File: config.mk
export PLATFORM = sky130hd
export DESIGN_NAME = datapath_sequencer
export DESIGN_NICKNAME = d
export VERILOG_FILES = /design/src/rtl/datapath_sequencer_pkg.sv /design/src/rtl/datapath_sequencer_cond_eval.sv /design/src/rtl/datapath_sequencer.sv
export SDC_FILE = /design/constraint.sdc
export NUM_CORES = 1
export LEC_CHECK = 0
export CORE_ASPECT_RATIO = 1.5
export CORE_UTILIZATION = 50
export DETAILED_ROUTE_END_ITERATION = 8
export MAX_ROUTING_LAYER = met4
export PLACE_DENSITY = 0.87
export SYNTH_ARGS = -nofsm -noshare
export SYNTH_HDL_FRONTEND = slang
export SYNTH_SLANG_ARGS = --single-unit
File: constraint.sdc
create_clock -name clk -period 9 [get_ports clk]
set_input_delay 1.8 -clock clk [delete_from_list [all_inputs] [get_ports clk]]
set_output_delay 1.8 -clock clk [all_outputs]
set_load 0.005 [all_outputs]
File: src/rtl/datapath_sequencer_pkg.sv
`default_nettype none
// ============================================================================
//  Module   : datapath_sequencer_pkg
//  Purpose  : Shared definitions for the datapath sequencer: FSM state
//             encoding, opcode / opext values, branch condition codes,
//             flag bit positions and the HALT instruction word.
//  Ports    : none (package)
//  Revision : 1.0  initial release
// ============================================================================
package datapath_sequencer_pkg;

    typedef enum logic [2:0] {
        ST_FETCH  = 3'd0,
        ST_WAIT   = 3'd1,
        ST_DECODE = 3'd2,
        ST_EXEC   = 3'd3,
        ST_HALTED = 3'd4
    } state_t;

    localparam logic [15:0] HALT_WORD = 16'hFFFF;

    // Major opcodes
    localparam logic [3:0] OPC_REG      = 4'h0;
    localparam logic [3:0] OPC_IMM_LAST = 4'hB;
    localparam logic [3:0] OPC_BCOND    = 4'hC;

    // ALU operation codes (opext for register ops, opcode for immediates)
    localparam logic [3:0] OPX_ADDC = 4'h7;
    localparam logic [3:0] OPX_SUBC = 4'hA;
    localparam logic [3:0] OPX_CMP  = 4'hB;

    // Branch condition codes
    localparam logic [3:0] COND_EQ = 4'h0;
    localparam logic [3:0] COND_NE = 4'h1;
    localparam logic [3:0] COND_CS = 4'h2;
    localparam logic [3:0] COND_CC = 4'h3;
    localparam logic [3:0] COND_GT = 4'h4;
    localparam logic [3:0] COND_LE = 4'h5;
    localparam logic [3:0] COND_FS = 4'h6;
    localparam logic [3:0] COND_FC = 4'h7;
    localparam logic [3:0] COND_LO = 4'h8;
    localparam logic [3:0] COND_HS = 4'h9;
    localparam logic [3:0] COND_AL = 4'hE;

    // Bit positions inside the {C,L,F,Z,N} flag vector
    localparam int FLAG_N = 0;
    localparam int FLAG_Z = 1;
    localparam int FLAG_F = 2;
    localparam int FLAG_L = 3;
    localparam int FLAG_C = 4;

    function automatic logic [15:0] sext8(input logic [7:0] v);
        return {{8{v[7]}}, v};
    endfunction

endpackage
`default_nettype wire

File: src/rtl/datapath_sequencer_cond_eval.sv
`default_nettype none
// ============================================================================
//  Module   : datapath_sequencer_cond_eval
//  Purpose  : Combinational branch-condition evaluator.
//  Ports    : i_cond  [3:0]  condition code
//             i_flags [4:0]  architectural flags {C,L,F,Z,N}
//             o_taken        condition holds
//  Revision : 1.0  initial release
// ============================================================================
module datapath_sequencer_cond_eval
    import datapath_sequencer_pkg::*;
(
    input  logic [3:0] i_cond,
    input  logic [4:0] i_flags,
    output logic       o_taken
);

    always_comb begin
        o_taken = 1'b0;
        case (i_cond)
            COND_EQ: o_taken =  i_flags[FLAG_Z];
            COND_NE: o_taken = ~i_flags[FLAG_Z];
            COND_CS: o_taken =  i_flags[FLAG_C];
            COND_CC: o_taken = ~i_flags[FLAG_C];
            COND_GT: o_taken =  i_flags[FLAG_N];
            COND_LE: o_taken = ~i_flags[FLAG_N];
            COND_FS: o_taken =  i_flags[FLAG_F];
            COND_FC: o_taken = ~i_flags[FLAG_F];
            COND_LO: o_taken =  i_flags[FLAG_L];
            COND_HS: o_taken = ~i_flags[FLAG_L];
            COND_AL: o_taken =  1'b1;
            default: o_taken =  1'b0;
        endcase
    end

endmodule
`default_nettype wire

File: src/rtl/datapath_sequencer.sv
`default_nettype none
// ============================================================================
//  Module   : datapath_sequencer
//  Purpose  : Multi-cycle FETCH/WAIT/DECODE/EXEC control FSM for the
//             ALU/register-bank datapath. Owns PC and flags, resolves Bcond.
//  Ports    : clk, Reset (sync, active high)
//             imem_req/imem_addr/imem_valid/imem_rdata : instruction fetch
//             alu_flags                                : ALU flag results
//             A_Mux_input, B_Mux_input, Imm_mux_input, Immediate, OP, cin :
//                 registered datapath controls, stable DECODE..EXEC
//             Tri_Enable, Reg_Enable : write-back strobes, EXEC only
//             halted, pc             : status
//  Revision : 1.0  initial release
// ============================================================================
module datapath_sequencer
    import datapath_sequencer_pkg::*;
#(
    parameter int                  PC_WIDTH = 16,
    parameter logic [PC_WIDTH-1:0] RESET_PC = '0
)
(
    input  logic                clk,
    input  logic                Reset,
    output logic                imem_req,
    output logic [PC_WIDTH-1:0] imem_addr,
    input  logic                imem_valid,
    input  logic [15:0]         imem_rdata,
    input  logic [4:0]          alu_flags,
    output logic [3:0]          A_Mux_input,
    output logic [3:0]          B_Mux_input,
    output logic                Imm_mux_input,
    output logic [15:0]         Immediate,
    output logic [7:0]          OP,
    output logic                cin,
    output logic                Tri_Enable,
    output logic [15:0]         Reg_Enable,
    output logic                halted,
    output logic [PC_WIDTH-1:0] pc
);

    state_t              state_q, state_d;
    logic [PC_WIDTH-1:0] pc_q, pc_d;
    logic [15:0]         ir_q, ir_d;
    logic [4:0]          flags_q, flags_d;
    logic [3:0]          a_sel_q, a_sel_d, b_sel_q, b_sel_d;
    logic                imm_sel_q, imm_sel_d;
    logic [15:0]         imm_q, imm_d;
    logic [7:0]          op_q, op_d;
    logic                cin_q, cin_d;

    // Decode of the word arriving from memory; controls are loaded together
    // with IR so they are already valid during the DECODE cycle.
    logic [3:0] w_in_opc, w_in_ext, w_in_kind;
    logic       w_in_reg, w_in_imm;
    assign w_in_opc  = imem_rdata[15:12];
    assign w_in_ext  = imem_rdata[7:4];
    assign w_in_reg  = (w_in_opc == OPC_REG);
    assign w_in_imm  = (w_in_opc != OPC_REG) && (w_in_opc <= OPC_IMM_LAST);
    assign w_in_kind = w_in_imm ? w_in_opc : w_in_ext;

    // Decode of the latched instruction, used in EXEC
    logic [3:0]          w_ir_opc;
    logic                w_ir_alu, w_ir_cmp, w_ir_halt, w_ir_bcond, w_taken;
    logic                w_exec_alu;
    logic [PC_WIDTH-1:0] w_disp, w_pc_inc;
    assign w_ir_opc   = ir_q[15:12];
    assign w_ir_alu   = (w_ir_opc <= OPC_IMM_LAST);
    assign w_ir_cmp   = (w_ir_opc == OPX_CMP) ||
                        ((w_ir_opc == OPC_REG) && (ir_q[7:4] == OPX_CMP));
    assign w_ir_halt  = (ir_q == HALT_WORD);
    assign w_ir_bcond = (w_ir_opc == OPC_BCOND);
    assign w_disp     = {{(PC_WIDTH-8){ir_q[7]}}, ir_q[7:0]};
    assign w_pc_inc   = pc_q + {{(PC_WIDTH-1){1'b0}}, 1'b1};
    assign w_exec_alu = (state_q == ST_EXEC) && w_ir_alu;

    datapath_sequencer_cond_eval u_cond_eval (
        .i_cond  (ir_q[11:8]),
        .i_flags (flags_q),
        .o_taken (w_taken)
    );

    always_comb begin
        state_d   = state_q;
        pc_d      = pc_q;
        ir_d      = ir_q;
        flags_d   = flags_q;
        a_sel_d   = a_sel_q;
        b_sel_d   = b_sel_q;
        imm_sel_d = imm_sel_q;
        imm_d     = imm_q;
        op_d      = op_q;
        cin_d     = cin_q;
        case (state_q)
            ST_FETCH: state_d = ST_WAIT;
            ST_WAIT: begin
                if (imem_valid) begin
                    ir_d      = imem_rdata;
                    a_sel_d   = imem_rdata[11:8];
                    b_sel_d   = imem_rdata[3:0];
                    imm_sel_d = w_in_imm;
                    imm_d     = sext8(imem_rdata[7:0]);
                    op_d      = w_in_reg ? {4'h0, w_in_ext} :
                                w_in_imm ? {w_in_opc, 4'h0} : 8'h00;
                    // Flags only change at the end of EXEC, so the value
                    // seen here is the one the instruction executes with.
                    cin_d     = (w_in_reg || w_in_imm) &&
                                ((w_in_kind == OPX_ADDC) || (w_in_kind == OPX_SUBC)) &&
                                flags_q[FLAG_C];
                    state_d   = ST_DECODE;
                end
            end
            ST_DECODE: state_d = ST_EXEC;
            ST_EXEC: begin
                if (w_ir_halt) begin
                    state_d = ST_HALTED;
                end else begin
                    state_d = ST_FETCH;
                    pc_d    = (w_ir_bcond && w_taken) ? (pc_q + w_disp) : w_pc_inc;
                    if (w_ir_alu) begin
                        flags_d = alu_flags;
                    end
                end
            end
            ST_HALTED: state_d = ST_HALTED;
            default:   state_d = ST_FETCH;
        endcase
    end

    always_ff @(posedge clk) begin
        if (Reset) begin
            state_q   <= ST_FETCH;
            pc_q      <= RESET_PC;
            ir_q      <= '0;
            flags_q   <= '0;
            a_sel_q   <= '0;
            b_sel_q   <= '0;
            imm_sel_q <= 1'b0;
            imm_q     <= '0;
            op_q      <= '0;
            cin_q     <= 1'b0;
        end else begin
            state_q   <= state_d;
            pc_q      <= pc_d;
            ir_q      <= ir_d;
            flags_q   <= flags_d;
            a_sel_q   <= a_sel_d;
            b_sel_q   <= b_sel_d;
            imm_sel_q <= imm_sel_d;
            imm_q     <= imm_d;
            op_q      <= op_d;
            cin_q     <= cin_d;
        end
    end

    assign imem_req      = (state_q == ST_FETCH) || (state_q == ST_WAIT);
    assign imem_addr     = pc_q;
    assign pc            = pc_q;
    assign halted        = (state_q == ST_HALTED);
    assign A_Mux_input   = a_sel_q;
    assign B_Mux_input   = b_sel_q;
    assign Imm_mux_input = imm_sel_q;
    assign Immediate     = imm_q;
    assign OP            = op_q;
    assign cin           = cin_q;
    assign Tri_Enable    = w_exec_alu;
    // CMP drives the bus for flag generation but never commits a register
    assign Reg_Enable    = (w_exec_alu && !w_ir_cmp) ? (16'h0001 << ir_q[11:8]) : 16'h0000;

endmodule
`default_nettype wire
# [Word level (Yosys, flattened, before mapping)]
# Cells that the tools add are included.
[totals] elab_cells=71 regBits=66 output_inout_bits=85 inputBits=24
[op_classes] add_sub_neg=2 reduce_logical=20 eq_ne=21 n_bitwise=6 mux=9 n_lt_le_gt_ge=2 shifts=1
[ops] operator="16-bit two-way mux" n=2
[ops] operator="4-bit == test (second input constant)" n=7
[ops] operator="4-bit by 3-bit == test with 1-bit output (second input constant)" n=5
[ops] operator="16-bit by 1-bit adder with 16-bit output (second input constant)" n=1
[ops] operator="16-bit adder" n=1
[ops] operator="16-bit == test (second input constant)" n=1
[ops] operator="8-bit two-way mux" n=2
[ops] operator="1-bit by 4-bit left shift with 16-bit output (first input constant)" n=1
[ops] operator="3-bit case mux with 5 select lines" n=1
[ops] operator="4-bit logical NOT" n=3
[ops] operator="1-bit case mux with 11 select lines" n=1
[ops] operator="4-bit by 2-bit == test with 1-bit output (second input constant)" n=2
[ops] operator="4-bit <= comparator (second input constant)" n=2
[ops] operator="1-bit logical AND" n=7
[ops] operator="3-bit by 2-bit == test with 1-bit output (second input constant)" n=2
[ops] operator="3-bit two-way mux" n=2
[ops] operator="1-bit NOT" n=6
[ops] operator="4-bit by 1-bit == test with 1-bit output (second input constant)" n=1
[ops] operator="1-bit logical OR" n=4
[ops] operator="4-bit two-way mux" n=1
[ops] operator="2-bit AND reduction" n=2
[ops] operator="4-bit nonzero test" n=1
[ops] operator="3-bit by 1-bit == test with 1-bit output (second input constant)" n=1
[ops] operator="3-bit == test (second input constant)" n=1
[ops] operator="4 further kinds" n=4

# [Logic depth before layout (Yosys ltp)]
# Gate-level depths: netlist of the first run.
[depth] word_depth=7 depth_mapped=15 mapped_depth_nobuf=14

# [Cells and area by module]
# Synthesis of the first run repeated with hierarchy kept, for this count alone.
[unflattened] hier_cells=416 area_unflattened_um2=3268.1
[modules_own_cells] mod="datapath_sequencer" seq_area_each_um2=1001.0 instances=1 area_each_um2=3184.3 cells_per_inst=404
[modules_own_cells] mod="datapath_sequencer_cond_eval" seq_area_each_um2=0.0 instances=1 area_each_um2=83.8 cells_per_inst=12

# [Worst setup path before layout of the first run]
# No wires, ideal clock.
[synth_path] kind="register -> output" startpoint="reg state_q[0]" endpoint="out Reg_Enable[2]" path_stages_with_launch=6 setup_slack_ns=5.710 path_buffers=0 arrival_ns=1.490 path_cell_list="dfxtp_1 -> nor2b_1 -> and2_1 -> nand2_1 -> or3_1 -> nor3_1"
[synth_between] elab_chain_cells=4
[synth_lines] item="start, declared" line="datapath_sequencer.sv:41" text="state_t state_q, state_d;"
[synth_lines] item="start signal, assigned" line="datapath_sequencer.sv:142" text="state_q <= state_d;"
[synth_lines] item="3-bit by 2-bit == test with 1-bit output" line="datapath_sequencer.sv:74" text="assign w_exec_alu = (state_q == ST_EXEC) && w_ir_alu;"
[synth_lines] item="1-bit logical AND" line="datapath_sequencer.sv:74"
[synth_lines] item="1-bit logical AND" line="datapath_sequencer.sv:167" text="assign Reg_Enable = (w_exec_alu && !w_ir_cmp) ? (16'h0001 << ir_q[11:8]) : 16'h0000;"
[synth_lines] item="16-bit two-way mux" line="datapath_sequencer.sv:167"
[synth_lines] item="end, declared" line="datapath_sequencer.sv:36" text="output logic [15:0] Reg_Enable,"
# Every way passes these cells.

# [Worst setup path in the final report of the first run]
[layout_path] startpoint="reg state_q[0]" endpoint="out Reg_Enable[0]"
# Same word-level chain as after synthesis.

==> results by group, run 1 <==
Outcome
  – Run status: completed

Clock tree
  – Post-CTS Resized: 0
  – Number of hold buffers added after CTS: 0
  – CTS tree: built
  – Post-CTS Setup Bufs: 0
  – CTS clock-pin slew for the worst setup and hold paths: 0.09 ns
  – H-Tree Depth: 2
  – Clock buffer depth: 2
  – # clock sinks: 50
  – CTS root buffer: clkbuf_8
  – Clk_lat worst skew: 0.31 ns
  – CTS buffer count: 5

Place
  – DP HPWL: 6220 µm
  – PortBufs: 108
  – Gp weighted congestion: 0.892
  – Inst Count DP: 546
  – Area after DPL: 3960 µm²

Timing
  – Slew HR: 30.8%
  – Final hold violation count: 0
  – Final Max Tran Viols: 0
  – Final Cycle Share: 48.0%
  – Hold slack: 0.467 ns
  – Fmax: 231 MHz
  – Worst slew pin tran: 1.04 ns
  – Tmin final: 4.32 ns
  – Setup TNS: 0 ns
  – Unrepaired setup endpoints after global routing: false
  – Post-Route Skew: 0.00715 ns
  – Final setup violation count: 0

Run
  – Maxcap violations: 0

Cells and area
  – FF+latch area: 1000 µm²
  – Finished Layout Cells: 554
  – Nets: 519
  – Area growth syn-to-layout: 28.1%
  – Share of cells above drive strength 1: 2.71%
  – # diodes: 0
  – Fillers: 540
  – Final Cell Area: 4070 µm²
  – Footprint of the multi-input gates: 1780 µm²

Critical path
  – Worst-path fanout max: 9
  – R2R setup slack: 5.14 ns
  – Worst Setup End Kind: output pin
  – CP required: 7.20 ns
  – Kind of critical path: flop to output pin
  – Startpoint types: flop
  – Arr. time, crit path: 2.52 ns

Logic synthesis
  – Post-synthesis register bit count: 50
  – Ys async rst share: 0%
  – Synth cell count leaders: nand2_1, dfxtp_1, a21oi_1
  – Register area share after synthesis: 31.5%
  – Synthesized area: 3180 µm²
  – Mean post-synth cell area: 7.56 µm²
  – Syn_nets: 460
  – Warnings, synthesis: 0
  – Synth Instances: 420
  – Yosys top cell by area: dfxtp_1
  – Largest cells by area after synthesis: dfxtp_1, nand2_1, buf_4
  – Count leader, synth: nand2_1
  – Top FF cell, synth: dfxtp_1
  – Post-synth EDFFs: 0
  – Synth top area share: 31.5%
  – Netlist cell types: 47

Floorplanning
  – Total I/O pin count: 109
  – Die area: 6680 µm²
  – Die height: 99.6 µm
  – # rows: 35
  – DIE WIDTH: 67.1 µm
  – Starting Density: 51.8%
  – Floorplan core area: 6130 µm²

Power and ir drop
  – Tot Pwr: 450 µW
  – Pwr dens: 111 nW/µm²
  – Max IR drop VDD: 109 µV
  – Leak Pwr: 1.50 nW

Routing
  – Drt pass-1 iters: 4
  – Vias: 3069
  – Final wirelength: 8180 µm
  – Avg WL per Cell: 14.8 µm
  – Antenna Nets Post-Route: 0
  – Residual DRC count: 0
  – DR iter-0 viols: 222
  – Vias per Instance: 5.54

Global routing
  – Largest net degree at the start of global routing: 54
  – Global-route wire length before repair: 13200 µm
  – All-Layer GR Usage: 26.1%
  – Overflow after GRT: 0
  – Antenna violations before repair: 0
  – Number of global-route vias before repair: 2871

Hold path
  – Worst hold path type: flop to flop
[cell families (layout without fill, tap and decap cells)]
kind of cell / after synthesis / in the layout / share of synthesized area (%)
compound gates: 93 / 93 / 18.3
xor+xnor: 13 / 13 / 3.58
fa+ha+maj: 16 / 16 / 6.54
buf+inv: 60 / 120 / 12.5
flops: 50 / 50 / 31.5
mux: 2 / 2 / 0.630
simple gates: 186 / 186 / 26.9
[cells in the final DEF (no fill, tap or decap), types with 3 or more instances in the layout]
| master | n |
|---|---|
| ha_1 | 15 |
| nand3_1 | 9 |
| xnor2_1 | 6 |
| or3_1 | 6 |
| nor3_1 | 12 |
| nand2_1 | 88 |
| nor2b_1 | 5 |
| o211ai_1 | 3 |
| a21o_1 | 7 |
| dfxtp_1 | 50 |
| inv_1 | 4 |
| a22oi_1 | 4 |
| clkbuf_8 | 5 |
| nand2b_1 | 5 |
| a21oi_1 | 47 |
| and2_1 | 7 |
| o21ai_0 | 8 |
| nand3b_1 | 5 |
| a211oi_1 | 4 |
| o21a_1 | 3 |
| a31oi_1 | 6 |
| xor2_1 | 7 |
| clkdlybuf4s50_1 | 107 |
| nor2_1 | 36 |
[layout make-up]
type	instances	area share, %
clock inverter	1	0.738
timing repair buffer	108	26.4
inverter	4	0.369
tap	74	2.28
sequential	50	24.6
multi-input combinational	310	43.7
clock buffer	7	1.88
[worst max-delay path, cell delays in order (launching register included)]
cell and delay (ns):
dfxtp_1 0.39, nor2b_1 0.24, and2_1 0.21, nand2_1 0.21
nor3_1 0.29, nand2b_1 0.14, nor3_1 0.19, clkdlybuf4s50_1 0.54
[state kept, by name, summed over array words and instances, names as in the netlist]
name	count
Imm_mux_input	1
cin	1
state_q	3
imem_addr	16
OP	8
flags_q	5
ir_q	16
[power breakdown]
| group | internal [mW] | total (mW) | leakage (nW) | switching (mW) |
|---|---|---|---|---|
| sequential | 0.227 | 0.236 | 0.405 | 0.00890 |
| clock | 0.0833 | 0.159 | 0.0524 | 0.0758 |
| combinational | 0.0293 | 0.0545 | 1.04 | 0.0253 |
| total | 0.340 | 0.450 | 1.50 | 0.110 |
[through the flow]
stage | utilization, % | worst slack (ns)
floorplan | - | 5.71
detailed placement | 64.6 | 5.01
finish | 66.4 | 4.68
global placement | 64.6 | 5.08
global route | 66.4 | 4.37
CTS | 66.4 | 4.66
[routing by layer]
metal / vias up / routed length, µm / GRT usage [%] / share of wire, %
met5: - / 0 / - / 0
met4: 0 / 203 / 10.1 / 2.5
met3: 18 / 247 / 4.24 / 3.0
met2: 78 / 4690 / 47.7 / 57
met1: 1441 / 3050 / 26.7 / 37
li1: 1532 / - / - / -
[path summary, 6_finish.rpt]
| path | startpoint | endpoint | cells after the start |
|---|---|---|---|
| setup reg to reg | ir_q[10] | imem_addr[15] | 12 |
| setup / recovery | state_q[0] | Reg_Enable[0] | 7 |
| hold reg to reg | OP[4] | OP[4] | 2 |
| hold / removal | OP[4] | OP[4] | 2 |
No activity file was read; power rests on OpenSTA's default activity.
==> run 2, diff against run 1 <==
Settings changed: CORE_UTILIZATION 50 to 46, PLACE_DENSITY 0.87 to 0.81.
Clock period 9 ns to 4 ns, I/O delays scaled along.
==> results by group, run 2 (synthesis results as in run 1) <==
Outcome
  – Run status: completed (unchanged)

Critical path
  – CP required: 4.16 ns (was 7.20 ns)
  – Crit path max-delay cell type: a2111oi_2 (was clkdlybuf4s50_1)
  – Startpoint types: flop (unchanged)
  – Worst Setup End Kind: flop (was output pin)
  – Reg-to-Reg Start: ir_q[11] (was ir_q[10])
  – CP max stage delay: 0.52 ns (was 0.54 ns)
  – Kind of critical path: flop to flop (was flop to output pin)
  – Crit-path cells: mux2i_1, xnor2_1, a2111oi_2, nor2_1, nand2_1, inv_1, ha_1, a211oi_1, o21ai_1, o211ai_1, a311oi_1, a31oi_1, xor2_1, o31ai_1 (was nor2b_1, and2_1, nand2_1, nor3_1, nand2b_1, nor3_1, clkdlybuf4s50_1)
  – RR Endpoint: imem_addr[13] (was imem_addr[15])
  – Critical path endpoint: imem_addr[13] (was Reg_Enable[0])
  – Arr. time, crit path: 3.78 ns (was 2.52 ns)
  – Worst-path fanout max: 8 (was 9)
  – R2R setup slack: 0.38 ns (was 5.14 ns)
  – CP startpoint: ir_q[11] (was state_q[0])
  – Reg2reg path depth: 14 (was 12)

Clock tree
  – CTS buffer count: 5 (unchanged)
  – Post-CTS Setup Bufs: 0 (unchanged)
  – H-Tree Depth: 2 (unchanged)
  – CTS root buffer: clkbuf_8 (unchanged)
  – # clock sinks: 50 (unchanged)
  – CTS tree: built (unchanged)
  – Clk_lat worst skew: 0.30 ns (was 0.31 ns)
  – Clock buffer depth: 2 (unchanged)
  – CTS clock-pin slew for the worst setup and hold paths: 0.09 ns (about the same)

Timing
  – Fmax: 276 MHz
  – Worst slew pin tran: 1.04 ns (about the same)
  – Slew HR: 30.9% (was 30.8%)
  – Tmin final: 3.62 ns
  – Post-Route Skew: 0.00668 ns (was 0.00715 ns)
  – Final Cycle Share: 90.5%
  – Setup TNS: 0 ns (unchanged)
  – Unrepaired setup endpoints after global routing: false (unchanged)
  – Final Max Tran Viols: 0 (unchanged)
  – Final setup violation count: 0 (unchanged)
  – Final hold violation count: 0 (unchanged)
  – Setup ws final: 0.380 ns (was 4.68 ns)

Routing
  – Avg WL per Cell: 14.2 µm (was 14.8 µm)
  – Vias per Instance: 5.47 (was 5.54)
  – Vias: 3058 (was 3069)
  – Residual DRC count: 0 (unchanged)
  – Antenna Nets Post-Route: 0 (unchanged)
  – DR iter-0 viols: 139 (was 222)
  – Final wirelength: 7960 µm (was 8180 µm)
  – Drt pass-1 iters: 4 (unchanged)

Cells and area
  – Area growth syn-to-layout: 28.8% (was 28.1%)
  – Utilization after layout: 62.2% (was 66.4%)
  – Share of cells above drive strength 1: 3.73% (was 2.71%)
  – # diodes: 0 (unchanged)
  – Fillers: 625 (was 540)
  – Footprint of the multi-input gates: 1780 µm² (unchanged)
  – Final Cell Area: 4090 µm² (was 4070 µm²)
  – Nets: 522 (was 519)
  – FF+latch area: 1000 µm² (unchanged)
  – Commonest non-fill, non-tap cells in the layout: clkdlybuf4s50_1, nand2_1, dfxtp_1 (unchanged)
  – Commonest non-fill, non-tap cell in the layout: clkdlybuf4s50_1 (unchanged)

Floorplanning
  – DIE WIDTH: 69.9 µm (was 67.1 µm)
  – # rows: 36 (was 35)
  – Die area: 7250 µm² (was 6680 µm²)
  – Total I/O pin count: 109 (unchanged)
  – Starting Density: 48.3% (was 51.8%)
  – Floorplan core area: 6580 µm² (was 6130 µm²)
  – Die height: 104 µm (was 99.6 µm)

Power and ir drop
  – Max IR drop VDD: 221 µV (was 109 µV)
  – Leak Pwr: 1.52 nW (was 1.50 nW)
  – Pwr dens: 240 nW/µm² (was 111 nW/µm²)

Global routing
  – Number of global-route vias before repair: 2814 (was 2871)
  – Antenna violations before repair: 0 (unchanged)
  – All-Layer GR Usage: 22.6% (was 26.1%)
  – Largest net degree at the start of global routing: 54 (unchanged)
  – Global-route wire length before repair: 13100 µm (was 13200 µm)
  – Overflow after GRT: 0 (unchanged)

Place
  – PortBufs: 108 (unchanged)
  – Gp weighted congestion: 0.927 (was 0.892)
  – DP HPWL: 6170 µm (was 6220 µm)
  – Area after DPL: 3990 µm² (was 3960 µm²)
  – DP Worst Slack: 0.245 ns (was 5.01 ns)

Run
  – Maxcap violations: 0 (unchanged)

Hold path
  – Worst hold path type: flop to flop (unchanged)
==> run 2: what timing repair did <==
item	4_1_cts	5_1_grt
endpoints found under the setup margin	0	2
gates resized for setup	0	2
hold buffers	0	0
==> run 2: area by class of cell <==
class                           instances  share of cell area, %
Timing Repair Buffer                  111                   26.8
Inverter                                4                  0.367
Clock buffer                            7                   2.35
Clock inverter                          1                  0.214
Tap cell                               76                   2.32
Multi-Input combinational cell        310                   43.4
Sequential cell                        50                   24.5
==> run 2: per-layer routing <==
layer,vias up,wire length (µm),share of wire (%),GRT usage (%)
met4,0,259,3.3,11.0
li1,1533,-,-,-
met3,19,313,3.9,2.53
met2,81,4440,56,41.9
met5,-,0,0,-
met1,1425,2950,37,23.0
==> run 2: how the worst min path moves through the flow <==
stage	start	end	slack, ns	depth (start not counted)
floorplan	flags_q[1]	flags_q[1]	0.44	2
global placement	Imm_mux_input	Imm_mux_input	0.44	2
detailed placement	Imm_mux_input	Imm_mux_input	0.45	2
CTS	OP[4]	OP[4]	0.47	2
global route	OP[4]	OP[4]	0.48	2
finish	flags_q[1]	flags_q[1]	0.46	2
==> run 2: worst max-delay path, delay by kind of cell (launching register included) <==
| family | cells | cell delay (ns) |
|---|---|---|
| AOI/OAI and AO/OA | 7 | 1.76 |
| adders and majority gates | 1 | 0.30 |
| buffers and inverters | 1 | 0.06 |
| and+or+nand+nor | 2 | 0.34 |
| DFF | 1 | 0.47 |
| xor gates and xnor gates | 2 | 0.28 |
| muxes | 1 | 0.27 |
==> run 2: through the flow <==
step	instances	power, mW	hold slack [ns]
floorplan	420	0.610	0.436
global placement	551	0.664	0.444
detailed placement	551	0.666	0.451
CTS	559	0.991	0.465
global route	559	1.02	0.478
finish	559	0.980	0.463
==> run 2: where the power goes <==
part	leakage [nW]	internal (mW)	switching [mW]	total, mW
Sequential	0.405	0.511	0.0185	0.529
Clock	0.0544	0.159	0.167	0.326
Combinational	1.06	0.0673	0.0578	0.125
